### src/rtl/clk_monitor.sv
// Frequency monitor for an asynchronous clock: counts clkin rising edges over a
// fixed window of system-clock cycles and flags a clkin that has stopped toggling.
module clk_monitor #(
    parameter int WINDOW  = 1000,
    parameter int CNT_W   = 16,
    parameter int TIMEOUT = 64,
    parameter int MIN_CNT = 0,
    parameter int MAX_CNT = 65535
) (
    input  logic             clock,
    input  logic             reset,
    input  logic             enable,
    input  logic             clkin,
    output logic [CNT_W-1:0] edge_count,
    output logic             count_valid,
    output logic             in_range,
    output logic             stuck,
    output logic             busy
);

    localparam int WIN_W = (WINDOW > 2) ? $clog2(WINDOW) : 1;
    localparam int STK_W = $clog2(TIMEOUT + 1);
    localparam logic [WIN_W-1:0] WIN_LAST = WIN_W'(WINDOW - 1);
    localparam logic [STK_W-1:0] STK_MAX  = STK_W'(TIMEOUT);
    localparam logic [31:0]      MIN_L    = 32'(MIN_CNT);
    localparam logic [31:0]      MAX_L    = 32'(MAX_CNT);

    typedef enum logic [1:0] {
        IDLE,
        MEASURE,
        REPORT
    } state_t;

    state_t state;
    state_t state_next;

    logic             sync1;
    logic             sync2;
    logic             hist;
    logic             edge_flag;
    logic [WIN_W-1:0] win_cnt;
    logic [CNT_W-1:0] edge_cnt;
    logic [CNT_W-1:0] edge_total;
    logic [STK_W-1:0] stuck_cnt;
    logic [31:0]      total_ext;
    logic             above_min;
    logic             below_max;

    // The count including this cycle's flag is what gets reported on the last window cycle.
    assign edge_total = (edge_flag && (edge_cnt != {CNT_W{1'b1}})) ? edge_cnt + CNT_W'(1) : edge_cnt;
    assign total_ext  = 32'(edge_total);
    assign below_max  = (total_ext <= MAX_L);

    if (MIN_CNT == 0) begin : g_no_min
        assign above_min = 1'b1;
    end else begin : g_min
        assign above_min = (total_ext >= MIN_L);
    end

    always_ff @(posedge clock) begin
        if (!reset) begin
            state <= IDLE;
        end else begin
            state <= state_next;
        end
    end

    always_comb begin
        state_next = state;
        case (state)
            IDLE: begin
                if (enable) state_next = MEASURE;
            end
            MEASURE: begin
                if (!enable) begin
                    state_next = IDLE;
                end else if (win_cnt == WIN_LAST) begin
                    state_next = REPORT;
                end
            end
            REPORT: begin
                state_next = enable ? MEASURE : IDLE;
            end
            default: state_next = IDLE;
        endcase
    end

    always_ff @(posedge clock) begin
        if (!reset) begin
            sync1     <= 1'b0;
            sync2     <= 1'b0;
            hist      <= 1'b0;
            edge_flag <= 1'b0;
        end else begin
            sync1     <= clkin;
            sync2     <= sync1;
            hist      <= sync2;
            edge_flag <= sync2 & ~hist;
        end
    end

    // Counters sit at zero outside MEASURE so every window starts clean.
    always_ff @(posedge clock) begin
        if (!reset) begin
            win_cnt  <= '0;
            edge_cnt <= '0;
        end else if (state == MEASURE) begin
            win_cnt  <= win_cnt + WIN_W'(1);
            edge_cnt <= edge_total;
        end else begin
            win_cnt  <= '0;
            edge_cnt <= '0;
        end
    end

    always_ff @(posedge clock) begin
        if (!reset) begin
            edge_count  <= '0;
            in_range    <= 1'b0;
            count_valid <= 1'b0;
        end else begin
            count_valid <= 1'b0;
            if ((state == MEASURE) && (state_next == REPORT)) begin
                edge_count  <= edge_total;
                in_range    <= above_min & below_max;
                count_valid <= 1'b1;
            end
        end
    end

    always_ff @(posedge clock) begin
        if (!reset) begin
            stuck_cnt <= '0;
        end else if (edge_flag) begin
            stuck_cnt <= '0;
        end else if (stuck_cnt != STK_MAX) begin
            stuck_cnt <= stuck_cnt + STK_W'(1);
        end
    end

    assign stuck = (stuck_cnt == STK_MAX);
    assign busy  = (state != IDLE);

endmodule

### config.mk
export PLATFORM = sky130hd
export DESIGN_NAME = clk_monitor
export DESIGN_NICKNAME = d
export VERILOG_FILES = /design/src/rtl/clk_monitor.sv
export SDC_FILE = /design/constraint.sdc
export NUM_CORES = 1
export LEC_CHECK = 0
export BUFFER_PORTS_ARGS = -buffer_cell sky130_fd_sc_hd__buf_2
export CAP_MARGIN = 10
export CORE_MARGIN = 4
export CORE_UTILIZATION = 23
export DETAILED_ROUTE_END_ITERATION = 10
export SETUP_SLACK_MARGIN = 0.5
export SLEW_MARGIN = 10
export SYNTH_ARGS = -nofsm -noshare
export SYNTH_HDL_FRONTEND = slang
export SYNTH_SLANG_ARGS = --single-unit
### constraint.sdc
create_clock -name clock -period 2.32 [get_ports clock]
set_clock_uncertainty 0.15 [all_clocks]
set_input_delay 0.116 -clock clock [delete_from_list [all_inputs] [get_ports clock]]
set_output_delay 0.116 -clock clock [all_outputs]
set_load 0.03 [all_outputs]
==> results.cfg, run 1 <==
[outcome]
status = completed

[place]
place_area_um2 = 2740
io_buffers = 23
dp_hpwl_um = 3624
place_congestion = 0.7944

[synthesis]
postSynthCellCount = 269
yosysTopAreaCellShare_pct = 46.06
synthTopCellsByCount = dfxtp_1 (57), nor2_1 (43), nand2_1 (18)
yosys-top-cells-area = dfxtp_1 (46%), nor2_1 (6.5%), xor2_1 (5.3%)
synth_area_um2 = 2477
yosys_warnings = 0
yosys.cell_count.top_type = dfxtp_1
syn-num-nets = 277
synth-edff-count = 0
synth-seq-cells = 57
avgSynthCellArea_um2 = 9.210
yosys.area.top_type = dfxtp_1
ys.flop_type = dfxtp_1
synth_seq_area_share_pct = 46.06
yosysUniqueCellTypes = 48
async_reset_ff_share_pct = 0

[power_and_ir_drop]
cellPowerDensity_nw_per_um2 = 611.4
leakagePower_nw = 1.237
irDropWorstVdd_v = 0.0002899

[critical_path]
arrival_ns = 1.87
crit_type = reg2reg
worstReg2RegStart = win_cnt[2]$_SDFF_PN0_
crit_required_ns = 2.39
critPathMaxFanout = 10
r2r_slack_ns = 0.52
cpPeakStageDelay_ns = 0.39
start_kind = flop
endpoint_kind = flop
path_cells = or3b_4 -> nor4_4 -> buf_4 -> buf_8 -> o21ai_1 -> o2bb2ai_1
cp_slowest_cell = or3b_4
crit_start = win_cnt[2]$_SDFF_PN0_

[grt]
antenna_found_initial = 0
grt_pass1_vias = 1892
grt_pass1_wl_um = 8901
grt_usage_pct = 8.878
grt_overflow = 0
grt_max_degree = 22

[layout]
multiInputGateArea_um2 = 1360
register_area_um2 = 1169
antenna_cells = 0
stdcell_area_um2 = 3201
nets = 321
drive_gt1_share_pct = 30.91
synthToLayoutAreaGrowth_pct = 29.19
fillers = 1077

[routing]
drt_iter0_drc = 109
routed_wl_um = 5658
antenna_left = 0
dr.pass1.iters = 4
drc = 0
avgRoutedWirePerCell_um = 12.49
viasPerCell = 4.373
dr_total_vias = 1981

[timing]
timing.final.crit_share_pct = 77.44
maxSlewViolCount = 0
setup-violations-final = 0
hold_viol = 0
fmax_mhz = 556.6
grt_setup_unrepaired = true
setup_tns_ns = 0
slew_headroom_pct = 76.04
tightest_slew_ns = 0.3590
fin_crit_ns = 1.797

[cts]
cts_buffers = 9
cts-root-buf = clkbuf_8
cts.sinks = 57
ctsHtreeMaxLevel = 3
cts_tree = done
path_clk_slew_ns = 0.06
cts_buffer_depth = 2
clk_latency_ns = 0.33

[floorplanning]
coreArea_um2 = 10420
die_w_um = 111.8
rows = 37
fp.dieH_um = 111.8
fp.dieArea_um2 = 12500
initial_core_util_pct = 23.78
io_pins = 24

[worst_hold_path]
holdCritStartpoint = reset
hold_path_class = in2reg

[run]
drv_cap = 0
## final timing paths
path	depth (start not counted)	end
min	3	win_cnt[3]$_SDFF_PN0_
max	6	edge_count[13]$_SDFFE_PN0P_
max reg2reg	6	edge_count[13]$_SDFFE_PN0P_
min reg2reg	1	edge_flag$_SDFF_PN0_
## metal layers
metal	share of wire [%]	wire, µm	track usage, %
met5	0	0	0
met4	1.9	108	4.461
met3	4.0	229	3.207
met2	48	2738	13.99
met1	46	2583	10.65
## area by class of cell
class	instances	area share (%)
multi-input cells	195	42.49
flip-flops and latches	57	36.51
repair buffers	41	8.522
well taps	136	5.317
clock buffers	12	4.848
clock inverters	3	1.251
inverters	9	1.056
## logic make-up after synthesis
group	after synthesis	synth area share (%)
AOI/OAI and AO/OA	35	10.00
xor gates and xnor gates	24	8.485
adders and majority gates	4	2.020
buffers and inverters	17	3.182
DFF	57	46.06
muxes	3	1.212
and+or+nand+nor	129	29.04
## what timing repair did
item	CTS	global route
setup endpoints to repair	16	24
hold endpoints to repair	2	0
hold buffers	2	0
buffers inserted	2	9
gates resized for setup	10	38
pin swaps	2	13
gates cloned	0	2
## worst max-delay path: cells and delay by family (launching register included)
kind	cells	cell delay [ns]
AO/OA/AOI/OAI	2	0.18
AND/OR/NAND/NOR	2	0.65
buffers and inverters	2	0.34
flip-flops	1	0.36
## power by group
group	leakage, nW	internal, W	switching, W
clock network	0.102	0.000545	0.000367
logic	0.666	0.0000214	0.0000312
registers	0.468	0.000984	0.00000873
total	1.24	0.00155	0.000406
## layout by cell type (no fill, tap or decap), drive strengths merged, types with 2 or more instances in the layout
cell / instances
and4: 4
xnor2: 9
dlygate4sd3: 2
inv: 8
dfxtp: 57
nor4: 2
clkbuf: 12
a21oi: 10
nor2b: 3
nand3b: 4
nand4: 10
o21ai: 10
nand2: 18
nor2: 44
or2: 2
a211oi: 6
o22ai: 2
ha: 4
nand3: 17
buf: 39
and2: 4
clkinv: 3
and3: 11
xor2: 15
mux2i: 3
nor3: 2
a21o: 2
nand2b: 2
## sequential cells by signal (all words and copies together) (netlist names)
name / count
edge_count: 16
edge_flag: 1
state: 2
sync2: 1
win_cnt: 10
stuck_cnt: 7
edge_cnt: 16
hist: 1
in_range: 1
count_valid: 1
sync1: 1
## per-stage QoR
stage	cells	util (%)	hold slack [ns]	power, W	setup slack [ns]
final	453	30.73	0.1104	0.001957	0.5234
after global routing	453	30.73	0.1199	0.002044	0.4896
after CTS	442	28.85	0.1083	0.001989	0.5051
after detailed placement	423	26.31	0.1792	0.001066	0.3661
after global placement	423	26.31	0.1753	0.001065	0.4058
after floorplan	269	-	0.09329	0.001050	0.5260
Note: power is estimated with default switching activity, not from simulation.
==> run 2: changes to the inputs <==
==> constraint.sdc (replaced) <==
create_clock -name clock -period 1.65 [get_ports clock]
set_clock_uncertainty 0.15 [all_clocks]
set_input_delay 0.0825 -clock clock [delete_from_list [all_inputs] [get_ports clock]]
set_output_delay 0.0825 -clock clock [all_outputs]
set_load 0.03 [all_outputs]
==> run 2 against run 1 <==
Against the previous run: the flow now finishes with violations (negative setup slack); final area rose by 21%; via count rose by 12%; critical path type unchanged; die area did not move; highest routed layer unchanged.
==> results.cfg, run 2 (same netlist as run 1, synthesis figures left out) <==
[outcome]
status = finished, violations left
violations = negative setup slack

[cts]
clk_latency_ns = 0.34
cts_buffer_depth = 2
cts-root-buf = clkbuf_8
cts.sinks = 57
cts_buffers = 9
ctsHtreeMaxLevel = 3
path_clk_slew_ns = 0.06
cts_tree = done

[grt]
grt_usage_pct = 10.84
use_met2_pct = 19.58
antenna_found_initial = 0
grt_pass1_vias = 2314
met1_usage_pct = 11.78
gr-usage-met3_pct = 3.152
grt_max_degree = 26
grt.busiest_layer = met2
grt_overflow = 0
grt_pass1_wl_um = 10920

[worst_hold_path]
holdCritStartpoint = reset
whs_path_depth = 3
hold_end = state[1]$_SDFF_PN0_
hold_path_class = in2reg

[floorplanning]
fp.dieH_um = 111.8
io_pins = 24
rows = 37
coreArea_um2 = 10420
initial_core_util_pct = 23.78
die_w_um = 111.8
fp.dieArea_um2 = 12500

[layout]
fillers = 1015
synthToLayoutAreaGrowth_pct = 56.46
final_cell_count_no_fill = 490
nets = 359
layout_common_cells = buf_4 (38), nor2_1 (36), dfxtp_1 (34)
final_common_cell = buf_4
antenna_cells = 0
largest_registers = edge_cnt x16, edge_count x16, win_cnt x10
drive_gt1_share_pct = 54.24

[timing]
hold_viol = 0
maxSlewViolCount = 0
slew_headroom_pct = 70.25
setup-violations-final = 12
fin_crit_ns = 1.736
fmax_mhz = 576.1
timing.final.crit_share_pct = 105.2
grt_setup_unrepaired = true
tightest_slew_ns = 0.4458
setup_tns_ns = -0.3615
setup_ws_ns = -0.08569

[critical_path]
r2r_slack_ns = -0.09
crit_required_ns = 1.70
critPathMaxFanout = 4
cp_slowest_cell = dfxtp_4
endpoint_kind = flop
cpPeakStageDelay_ns = 0.39
start_kind = flop
worstReg2RegStart = edge_cnt[0]$_SDFF_PN0_
timing.rr.end = edge_count[1]$_SDFFE_PN0P_
arrival_ns = 1.79
path_cells = ha_4 -> and4_4 -> nand4_1 -> nand2_2 -> mux2i_2 -> a211oi_2
crit_type = reg2reg
r2r_cells = 6

[run]
drv_cap = 0

[routing]
routed_wl_um = 6625
dr.pass1.iters = 4
drc = 0
antenna_left = 0
viasPerCell = 4.518
avgRoutedWirePerCell_um = 13.52
drt_iter0_drc = 69
dr_total_vias = 2214

[power_and_ir_drop]
leakagePower_nw = 1.515
cellPowerDensity_nw_per_um2 = 722.9
irDropWorstVdd_v = 0.0005217
finalPower_w = 0.002802

[place]
placed_cells = 448
dp_hpwl_um = 4340
io_buffers = 23
place_congestion = 0.7984
==> run 2: power breakdown <==
group | switching [W] | internal (W) | total [W]
Sequential | 0.0000117 | 0.00138 | 0.00139
Combinational | 0.0000739 | 0.0000841 | 0.000158
Clock | 0.000539 | 0.000713 | 0.00125
Total | 0.000624 | 0.00218 | 0.00280
==> run 2: metal layers <==
layer | wire [µm] | share of wire [%]
met4 | 59 | 0.89
met2 | 3544 | 53
met5 | 0 | 0
met1 | 2802 | 42
met3 | 218 | 3.3
==> run 2: stage by stage <==
stage / hold slack, ns / utilization [%] / cell area [µm²] / setup slack (ns)
2_1_floorplan: 0.05979 / - / 2635 / 0.04084
3_3_place_gp: 0.1398 / 29.68 / 3092 / -0.04777
3_5_place_dp: 0.1443 / 29.68 / 3092 / -0.04804
4_1_cts: 0.01710 / 34.93 / 3638 / -0.03027
5_1_grt: 0.04890 / 37.21 / 3876 / -0.1551
6_report: 0.01943 / 37.21 / 3876 / -0.08569
==> run 2: repair_timing <==
item | 4_1_cts | 5_1_grt
gates resized for setup | 64 | 35
setup buffers | 10 | 15
setup endpoints to repair | 55 | 58
hold buffers | 3 | 0
pin swaps | 30 | 20
endpoints found under the hold margin | 7 | 0
cloned | 0 | 0
==> run 2: worst max-delay path, delay by kind of cell, from the launching register on <==
| kind | cells | cell delay [ns] |
|---|---|---|
| adders and majority gates | 1 | 0.15 |
| muxes | 1 | 0.27 |
| DFF | 1 | 0.39 |
| and+or+nand+nor | 3 | 0.55 |
| AOI/OAI and AO/OA | 1 | 0.10 |
==> run 2: final cells by class <==
cell class | instances | area (µm²) | share of cell area, %
multi-input cells | 195 | 1648 | 42.51
flip-flops and latches | 57 | 1187 | 30.63
repair buffers | 79 | 654.4 | 16.88
well taps | 136 | 170.2 | 4.390
clock buffers | 10 | 137.6 | 3.551
clock inverters | 4 | 45.04 | 1.162
inverters | 9 | 33.78 | 0.8715
==> run 2: worst max-delay path by stage <==
stage                           startpoint                     endpoint  slack, ns  depth (start not counted)
detailed placement  edge_cnt[1]$_SDFF_PN0_   edge_count[1]$_SDFFE_PN0P_      -0.05                          6
CTS                  win_cnt[4]$_SDFF_PN0_   edge_count[1]$_SDFFE_PN0P_      -0.03                          5
global route        edge_cnt[0]$_SDFF_PN0_   edge_count[1]$_SDFFE_PN0P_      -0.16                          6
floorplan           edge_cnt[1]$_SDFF_PN0_   edge_count[1]$_SDFFE_PN0P_       0.04                          6
finish              edge_cnt[0]$_SDFF_PN0_   edge_count[1]$_SDFFE_PN0P_      -0.09                          6
global placement    edge_cnt[3]$_SDFF_PN0_  edge_count[11]$_SDFFE_PN0P_      -0.05                          6
==> run 3: changes to the inputs <==
--- a/config.mk
+++ b/config.mk
@@ -10,6 +10,7 @@
 export CORE_MARGIN = 4
 export CORE_UTILIZATION = 23
 export DETAILED_ROUTE_END_ITERATION = 10
+export HOLD_SLACK_MARGIN = 0.1
 export SETUP_SLACK_MARGIN = 0.5
 export SLEW_MARGIN = 10
 export SYNTH_ARGS = -nofsm -noshare
==> run 3 against run 2 <==
Against the previous run: the run still ends with negative setup slack left; sequential share of layout area is 0.33 points lower; clock power hardly changed; maximum frequency up 2.9%.
==> results.cfg, run 3 (same netlist as run 1, synthesis figures left out) <==
[critical_path]
path_cells = ha_4 -> and4_4 -> nand3_4 -> nand4_4 -> or4_4 -> a21oi_2
critPathBufInv = 0
crit_type = reg2reg
arrival_ns = 1.80
critPathMaxFanout = 5
cp_slowest_cell = or4_4
start_kind = flop
path_delay_family = simple AND/OR/NAND/NOR gates
crit_required_ns = 1.76
cpPeakStageDelay_ns = 0.43
endpoint_kind = flop

[timing]
hold_viol = 0
maxSlewViolCount = 0
fmax_mhz = 592.7
slew_headroom_pct = 70.30
tightest_slew_ns = 0.4451
setup-violations-final = 10
setup_ws_ns = -0.03725
fin_crit_ns = 1.687
timing.final.crit_share_pct = 102.3
grt_setup_unrepaired = true

[place]
place_area_um2 = 3092
place_congestion = 0.7984
io_buffers = 23
placed_cells = 448
dp_hpwl_um = 4340

[cts]
ctsHtreeMaxLevel = 3
cts_buffer_depth = 2
clk_latency_ns = 0.33
path_clk_slew_ns = 0.06
cts.sinks = 57
cts_buffers = 9
cts-root-buf = clkbuf_8
postCtsHoldBufs = 5
cts_tree = done

[layout]
multiInputGateArea_um2 = 1652
nets = 363
final_common_cell = buf_4
layout_common_cells = buf_4 (39), nor2_1 (35), dfxtp_1 (32)
antenna_cells = 0
register_area_um2 = 1187
stdcell_area_um2 = 3919
drive_gt1_share_pct = 55.03
final_cell_count_no_fill = 494
synthToLayoutAreaGrowth_pct = 58.18
largest_registers = edge_cnt x16, edge_count x16, win_cnt x10
utilization_pct = 37.62
fillers = 1018

[power_and_ir_drop]
leakagePower_nw = 1.532
p_comb_share_pct = 5.8
cellPowerDensity_nw_per_um2 = 713.4
irDropWorstVdd_v = 0.0005315
intPower_w = 0.002181
p_sw_w = 0.0006147
clockPowerShare_pct = 44.4
seqPwrFrac_pct = 49.9
p_sw_share_pct = 21.99

[floorplanning]
fp.dieArea_um2 = 12500
die_w_um = 111.8
fp.dieH_um = 111.8
initial_core_util_pct = 23.78
coreArea_um2 = 10420
rows = 37
io_pins = 24

[routing]
dr_total_vias = 2221
drc = 0
dr.pass1.iters = 4
avgRoutedWirePerCell_um = 13.58
antenna_left = 0
routed_wl_um = 6710
drt_iter0_drc = 80
viasPerCell = 4.496

[outcome]
status = finished, violations left
violations = negative setup slack

[worst_hold_path]
hold_path_class = in2reg

[run]
drv_cap = 0

[grt]
grt_pass1_vias = 2330
grt_usage_pct = 11.04
grt_max_degree = 26
grt_overflow = 0
grt_pass1_wl_um = 11070
antenna_found_initial = 0
[run 3: cell types whose count changed in the layout (fill, tap and decap cells not counted), sizes merged]
cell | before | now
buf | 76 | 78
dlygate4sd3 | 3 | 5
[run 3: worst paths after layout]
check,startpoint,end,slack [ns],depth (start not counted)
worst max-delay path,edge_cnt[1]$_SDFF_PN0_,edge_cnt[15]$_SDFF_PN0_,-0.04,6
worst min-delay path,reset,edge_cnt[15]$_SDFF_PN0_,0.08,4
worst max register to register,edge_cnt[1]$_SDFF_PN0_,edge_cnt[15]$_SDFF_PN0_,-0.04,6
worst min register to register,hist$_SDFF_PN0_,edge_flag$_SDFF_PN0_,0.22,1
[run 3: timing repair]
item,CTS,global route
pin swaps,30,23
hold endpoints to repair,10,11
buffers inserted,10,17
resized for setup,64,38
setup endpoints to repair,55,58
[run 3: final cells by class]
class                   count  area share [%]
clock buffers              10           3.512
clock inverters             4           1.149
inverters                   9          0.8621
multi-input cells         195           42.15
flip-flops and latches     57           30.30
well taps                 136           4.342
repair buffers             83           17.69
[run 3: through the flow]
| stage | setup WS (ns) | setup TNS, ns | power [W] | hold WS (ns) |
|---|---|---|---|---|
| 6_report | -0.03725 | -0.1470 | 0.002796 | 0.07582 |
| 3_3_place_gp | -0.04777 | -0.1062 | 0.001500 | 0.1398 |
| 2_1_floorplan | 0.04084 | 0 | 0.001475 | 0.05979 |
| 5_1_grt | -0.1160 | -1.388 | 0.002910 | 0.07283 |
| 3_5_place_dp | -0.04804 | -0.1214 | 0.001503 | 0.1443 |
| 4_1_cts | -0.03027 | -0.1391 | 0.002799 | 0.08549 |
[run 3: power groups by stage]
stage | logic, W | clock network [W] | registers, W
floorplan | 0.0000496 | 0 | 0.00143
global placement | 0.0000718 | 0 | 0.00143
detailed placement | 0.0000735 | 0 | 0.00143
CTS | 0.000130 | 0.00127 | 0.00139
global route | 0.000175 | 0.00134 | 0.00139
finish | 0.000162 | 0.00124 | 0.00139
[run 3: worst reg2reg max path: cells and delay by family, from the launching register on]
family          cells  cell delay [ns]
flops               1             0.36
compound gates      1             0.14
fa+ha+maj           1             0.17
simple gates        4             0.80
[run 3: layer usage]
layer | share of wire, % | global-route usage (%) | routed length [µm]
met5 | 0 | 0 | 0
met4 | 2.3 | 5.191 | 154
met3 | 3.8 | 3.152 | 253
met2 | 53 | 19.78 | 3531
met1 | 41 | 11.91 | 2770
